File: config.mk
export PLATFORM = sky130hd
export DESIGN_NAME = expand_a_sched
export DESIGN_NICKNAME = d
export VERILOG_FILES = /design/src/rtl/expand_a_sched.sv
export SDC_FILE = /design/constraint.sdc
export NUM_CORES = 1
export LEC_CHECK = 0
export ABC_AREA = 1
export ABC_CLOCK_PERIOD_IN_PS = 2000
export BUFFER_PORTS_ARGS = -buffer_cell sky130_fd_sc_hd__buf_2
export CAP_MARGIN = 20
export CORE_ASPECT_RATIO = 2
export CORE_UTILIZATION = 30
export DETAILED_ROUTE_END_ITERATION = 7
export PLACE_DENSITY = 0.77
export SKIP_CTS_REPAIR_TIMING = 1
export SLEW_MARGIN = 20
export SYNTH_ARGS = -nofsm -noshare
export SYNTH_HDL_FRONTEND = slang
export SYNTH_SLANG_ARGS = --single-unit
File: constraint.sdc
create_clock -name clk -period 2 [get_ports clk]
set_clock_uncertainty 0.2 [all_clocks]
set_input_delay 0 -clock clk [delete_from_list [all_inputs] [get_ports clk]]
set_output_delay 0 -clock clk [all_outputs]
set_load 0.05 [all_outputs]
File: src/rtl/expand_a_sched.sv
// Sequencer that walks the K x L matrix A through a shared uniform sampler:
// one seed load, then one sampler run per (i,j) with index tagging of each bundle.
module expand_a_sched #(
  parameter int K = 6,
  parameter int L = 5
) (
  input  logic        clk,
  input  logic        rst,
  input  logic        start,
  input  logic [63:0] rho_i,
  input  logic        valid_i,
  output logic        ready_i,
  output logic        smp_start,
  output logic        smp_resample,
  output logic [3:0]  smp_i,
  output logic [3:0]  smp_j,
  output logic [63:0] smp_seed,
  output logic        smp_valid_i,
  input  logic        smp_ready_i,
  input  logic        smp_valid_o,
  output logic        smp_ready_o,
  input  logic        smp_done,
  output logic        valid_o,
  input  logic        ready_o,
  output logic [3:0]  poly_i,
  output logic [3:0]  poly_j,
  output logic [7:0]  coef_idx,
  output logic        busy,
  output logic        done,
  output logic        err
);

  typedef enum logic [2:0] {
    S_IDLE   = 3'd0,
    S_LAUNCH = 3'd1,
    S_SEED   = 3'd2,
    S_RUN    = 3'd3,
    S_NEXT   = 3'd4,
    S_FIN    = 3'd5
  } state_t;

  localparam logic [3:0] I_LAST = 4'(K - 1);
  localparam logic [3:0] J_LAST = 4'(L - 1);

  state_t      state_q, state_d;
  logic [3:0]  i_q, i_d;
  logic [3:0]  j_q, j_d;
  logic [7:0]  coef_q, coef_d;
  logic [1:0]  wcnt_q, wcnt_d;
  logic        err_q, err_d;
  logic        seed_hs;
  logic        bund_hs;

  assign seed_hs = valid_i && smp_ready_i;
  assign bund_hs = smp_valid_o && ready_o;

  always_comb begin
    state_d = state_q;
    i_d     = i_q;
    j_d     = j_q;
    coef_d  = coef_q;
    wcnt_d  = wcnt_q;
    err_d   = err_q;
    case (state_q)
      S_IDLE: begin
        if (start) begin
          state_d = S_LAUNCH;
          i_d     = 4'd0;
          j_d     = 4'd0;
          coef_d  = 8'd0;
          wcnt_d  = 2'd0;
          err_d   = 1'b0;
        end
      end
      S_LAUNCH: state_d = S_SEED;
      S_SEED: begin
        if (seed_hs) begin
          wcnt_d = wcnt_q + 2'd1;
          if (wcnt_q == 2'd3) begin
            state_d = S_RUN;
          end
        end
      end
      S_RUN: begin
        if (bund_hs) begin
          coef_d = coef_q + 8'd4;
        end
        // Completion must land on the handshake of the 64th bundle (tag 252).
        if (smp_done) begin
          if ((coef_q != 8'd252) || !bund_hs) begin
            err_d = 1'b1;
          end
          if ((i_q == I_LAST) && (j_q == J_LAST)) begin
            state_d = S_FIN;
          end else begin
            state_d = S_NEXT;
            coef_d  = 8'd0;
            if (j_q == J_LAST) begin
              j_d = 4'd0;
              i_d = i_q + 4'd1;
            end else begin
              j_d = j_q + 4'd1;
            end
          end
        end
      end
      S_NEXT:  state_d = S_RUN;
      S_FIN:   state_d = S_IDLE;
      default: state_d = S_IDLE;
    endcase
  end

  always_ff @(posedge clk) begin
    if (rst) begin
      state_q <= S_IDLE;
      i_q     <= 4'd0;
      j_q     <= 4'd0;
      coef_q  <= 8'd0;
      wcnt_q  <= 2'd0;
      err_q   <= 1'b0;
    end else begin
      state_q <= state_d;
      i_q     <= i_d;
      j_q     <= j_d;
      coef_q  <= coef_d;
      wcnt_q  <= wcnt_d;
      err_q   <= err_d;
    end
  end

  // Handshakes pass through only in their own phase; pulses decode from the state flop.
  assign busy         = (state_q == S_LAUNCH) || (state_q == S_SEED) ||
                        (state_q == S_RUN)    || (state_q == S_NEXT);
  assign done         = (state_q == S_FIN);
  assign smp_start    = (state_q == S_LAUNCH);
  assign smp_resample = (state_q == S_NEXT);
  assign ready_i      = (state_q == S_SEED) && smp_ready_i;
  assign smp_valid_i  = (state_q == S_SEED) && valid_i;
  assign smp_seed     = (state_q == S_SEED) ? rho_i : 64'd0;
  assign valid_o      = (state_q == S_RUN) && smp_valid_o;
  assign smp_ready_o  = (state_q == S_RUN) && ready_o;
  assign smp_i        = i_q;
  assign smp_j        = j_q;
  assign poly_i       = i_q;
  assign poly_j       = j_q;
  assign coef_idx     = coef_q;
  assign err          = err_q;

endmodule

; ---- After elaboration in Yosys (flattened, before gate mapping)
; Index checks and enable logic that the tools add are counted.
[word_totals]
reg_bits = 22
input_bits = 72
out_inout_bits = 97
elab_cells = 75
[classes]
add_sub_neg = 4
eq_ne = 16
mux = 28
reduce_logical = 21
[ops]
columns = op, n
row1 = 64-bit 2-to-1 mux, 1
row2 = 8-bit 2-to-1 mux, 4
row3 = 4-bit 2-to-1 mux, 7
row4 = 4-bit one-hot mux with 2 select lines, 2
row5 = 8-bit one-hot mux with 2 select lines, 1
row6 = 3-bit one-hot mux with 5 select lines, 1
row7 = 2-bit != test (second input constant), 7
row8 = 3-bit 2-to-1 mux, 4
row9 = 4-bit AND reduction, 3
row10 = 4-bit by 1-bit adder with 4-bit output (second input constant), 2
row11 = 8-bit by 3-bit adder with 8-bit output (second input constant), 1
row12 = 4-bit by 3-bit == test with 1-bit output (second input constant), 2
row13 = 8-bit != test (second input constant), 1
row14 = 1-bit logical AND, 7
row15 = 3-bit by 2-bit == test with 1-bit output (second input constant), 2
row16 = 3-bit == test (second input constant), 2
row17 = 5-bit AND reduction, 1
row18 = 1-bit logical OR, 4
row19 = 1-bit 2-to-1 mux, 4
row20 = 2-bit 2-to-1 mux, 2
row21 = 2-bit one-hot mux with 2 select lines, 1
row22 = 2-bit nonzero test, 2
row23 = 3-bit by 1-bit == test with 1-bit output (second input constant), 1
row24 = 3-bit logical NOT, 1
row25 = other kinds (6), 6

; ---- Longest topological paths before layout
[depth]
depth_word = 6
depth_mapped = 9
mapped_depth_nobuf = 9

; ---- Worst setup path after synthesis
; OpenSTA, ideal clock, no wires.
[synth_timing]
path_kind = flip-flop to flip-flop
start = register i_q[1], in the netlist poly_i[1]
end = register i_q[3], in the netlist poly_i[3]
setup_ns = 0.132
t_arrival_ns = 1.605
t_required_ns = 1.668
path_slack_ns = 0.063
path_stages_with_launch = 9
n_path_buf = 0
synth_period_minus_slack_ns = 1.937
cell_sequence = dfxtp_1 -> inv_1 -> ha_1 -> inv_1 -> nor2_1 -> o21ai_1 -> nand2_2 -> nand2_1 -> a21oi_1
[synth_via]
elab_chain_cells = 5
[synth_lines]
columns = item, line
row1 = "start, declared", 46  ; logic [3:0] i_q, i_d;
row2 = "start signal, assigned", 123  ; i_q <= i_d;
row3 = 4-bit by 1-bit adder with 4-bit output, 100  ; i_d = i_q + 4'd1;
row4 = 4-bit 2-to-1 mux, 98  ; if (j_q == J_LAST) begin
row5 = 4-bit 2-to-1 mux, 93  ; if ((i_q == I_LAST) && (j_q == J_LAST)) begin
row6 = 4-bit 2-to-1 mux, 89  ; if (smp_done) begin
row7 = 4-bit one-hot mux with 2 select lines, 64  ; case (state_q)
; Parallel ways exist; a longest one is shown, timed or not. The select of a mux whose other input is x is not followed.
; A chain may end at the register's enable or synchronous reset.

; ---- Worst setup path in the final report
[layout_timing]
start = register state_q[0]
end = output port smp_seed[35]
[layout_via]
elab_chain_cells = 2
[layout_lines]
columns = item, line
row1 = "start, declared", 45  ; state_t state_q, state_d;
row2 = "start signal, assigned", 122  ; state_q <= state_d;
row3 = 3-bit by 2-bit == test with 1-bit output, 139  ; assign smp_seed = (state_q == S_SEED) ? rho_i : 64'd0;
row4 = 64-bit 2-to-1 mux, 139
row5 = "end, declared", 17  ; output logic [63:0] smp_seed,
; No other way between the ends.

==> metrics.md <==
| Metric | Value |
|---|---|
| H-tree Lvls | `1` |
| First-pass GRT wire length | `around 9000 µm` |
| DRC violations left | `22` |
| Reg2reg setup slack | `around 220 ps` |
| WS Path Type | `reg -> out` |
| Total power draw | `between 3 and 4 mW` |
| Area leader, netlist | `dfxtp_1` |
| Metal-1 WL | `2300 µm` |
| Routed WL per cell | `around 11 µm` |
| Finished Layout Cells | `around 560` |
| CTS Sinks | `20` |
| Antenna violations before repair | `0` |
| Post-DRT Antenna Nets | `0` |
| Post-synthesis cell area | `between 1500 and 2000 µm²` |
| Synth area leaders | `dfxtp_1 (22%), inv_1 (18%), nor2_1 (18%), nand2_1 (7.9%), nand3_1 (5.7%)` |
| Hold Fails Final Rpt | `0` |
| Synthesized flop and latch total | `20` |
| VDD IR-drop max | `515 µV` |
| CTS tree | `done` |
| Critical path arrival | `1670 ps` |
| Area grow syn2layout | `50.9%` |
| Clock Latency Late Sink | `between 200 and 300 ps` |
| Yosys top cell area share | `between 20% and 30%` |
| Post-Syn Instances | `339` |
| Placed insts | `around 550` |
| Kind of cell adding the most delay to the critical path | `buffers and inverters` |
| CTS Buf Count | `3` |
| Clock buffer depth | `2` |
| Failing checks | `DRC` |
| Detailed router's first-iteration violation count | `between 100 and 150` |
| Root Buffer | `clkbuf_16` |
| Sequential cell area fraction in the yosys report | `between 20% and 30%` |
| Dpl ws | `around 280 ps` |
| Worst Setup End Kind | `output pin` |
| CP Cell Sequence | `inv_1, nand3_2, buf_12, buf_4, nor2_1, buf_2` |
| GPL Wtd Cong | `around 0.93` |
| Chip Width | `around 58 µm` |
| Vias | `2482` |
| Layout cells sized above 1 | `between 30% and 40%` |
| Hpwl dp | `between 4000 and 5000 µm` |
| Starting Density | `just over 30%` |
| Vias per inst | `between 4 and 5` |
| Vias in the first global route | `slightly above 2000` |
| Crit-path max FO | `50` |
| WP buf/inv | `4` |
| Max cap viols | `0` |
| Time the worst path needs with I/O delays and setup | `~1900 ps` |
| Unique masters post-synth | `25` |
| Setup total negative slack | `0 ps` |
| Outcome | `finished with violations` |
| Top Ports | `approximately 170` |
| HP Class | `in -> reg` |
| Die area | `~6500 µm²` |
| Slowest cell on crit path | `dfxtp_1` |
| Largest net degree at the start of global routing | `between 50 and 60` |
| Top sig layer | `met4` |
| Area of the core | `~6000 µm²` |
| Lkg Pwr | `around 1.9 nW` |
| CP peak stage delay | `around 400 ps` |
| Met3 routed WL | `roughly 530 µm` |
| Max frequency | `535 MHz` |
| GRT Residual Overflow | `0` |
| Worst Path Required | `~1800 ps` |
| Post-Syn Area per Cell | `approximately 5.5 µm²` |
| Ant diodes | `0` |
| Nets | `roughly 570` |
| # setup viols final | `0` |
| Total GRT Usage | `17.5%` |
| PwrDens | `roughly 1300 nW/µm²` |
| Reg clk slew, reported paths | `roughly 60 ps` |
| RSZ-0062 raised after global routing | `no` |
| Drt first pass iters | `7` |
| Synthesis Warnings | `0` |
| Period utilization | `just over 90%` |
| Setup ws final | `~130 ps` |
| Die H | `113 µm` |
| Crit start category | `register` |
| Routed WL | `6130 µm` |
| Core Rows | `40` |
| I/O Buffers | `166` |
| Routed wl met2 | `between 3000 and 4000 µm` |
| Final Max Tran Viols | `0` |
worst reg2reg max path, cell delays in order, from the launching register on:
cell and delay [ps]:
dfxtp_1 360, inv_1 110, ha_1 180, nand3_1 130, o21ai_1 420, nand2_2 120
nand2_1 80, a21oi_1 50
synthesized netlist by cell type:
cell	instances
inv_1	88
nor2_1	87
nand2_1	39
nand3_1	21
dfxtp_1	20
a21oi_1	19
buf_4	10
ha_1	7
buf_1	6
o21ai_1	5
buf_2	4
nand2_2	4
nand3_2	4
nand4_1	4
inv_2	3
nor3_1	3
xnor2_1	3
nor2_2	2
o21ai_0	2
or2_2	2
xor2_1	2
clkbuf_1	1
conb_1	1
nand3b_1	1
nor2_4	1
sequential cells by signal (all words and copies together), names as in the netlist:
register / flops
state_q: 3
poly_j: 4
poly_i: 4
coef_idx: 6
wcnt_q: 2
err: 1
where the power goes:
part	switching, mW	total, mW	internal (mW)
combinational	2.09	2.68	0.595
clock	0.157	0.462	0.305
sequential	0.103	0.572	0.469
area by class of cell:
class,count,area [µm²]
clock buffers,4,88.8
inverters,91,342
multi-input cells,208,1000
repair buffers,171,886
well taps,63,78.8
flip-flops and latches,20,402
fillers,638,3210
path summary, 6_finish.rpt:
kind,endpoint,from,cells after the start
max,smp_seed[35],state_q[0],6
min,wcnt_q[0],smp_ready_i,5
max reg2reg,poly_i[3],poly_j[0],7
min reg2reg,err,err,2
layout by cell type (no fill, tap or decap), types with 2 or more instances in the layout:
cell type	instances
xnor2_1	3
ha_1	7
nand3_2	5
dfxtp_1	19
inv_1	88
nand4_1	4
buf_2	166
conb_1	2
nand2_1	39
inv_2	3
nand3_1	20
dlygate4sd3_1	2
nor2_2	3
or2_2	2
clkbuf_16	3
o21ai_0	2
nor2_1	86
buf_4	2
nand2_2	4
a21oi_1	19
o21ai_1	5
nor3_1	3
xor2_1	2
logic make-up (layout without fill, tap and decap cells):
group | count (synthesis) | in the layout | share of synthesized area (%)
adder cells (fa/ha/maj) | 7 | 7 | 4.72
other | 1 | 2 | 0.202
XOR/XNOR | 5 | 5 | 2.36
AO/OA/AOI/OAI | 26 | 26 | 7.01
flip-flops | 20 | 20 | 21.6
buffers and inverters | 112 | 266 | 24.9
AND/OR/NAND/NOR | 168 | 168 | 39.2
metrics by stage:
step	hold WS (ps)	util (%)	instance area [µm²]
detailed placement	163	44.8	2690
finish	7.03	46.6	2800
global route	87.9	46.6	2800
floorplan	15.2	-	1860
global placement	160	44.8	2690
CTS	-87.7	46.2	2780
layer usage:
layer	vias to the layer above	global-route usage [%]
li1	1287	-
met1	1056	18.8
met2	130	34.5
met3	9	2.06
met4	0	4.55
met5	-	0
No activity file was read; power rests on OpenSTA's default activity.
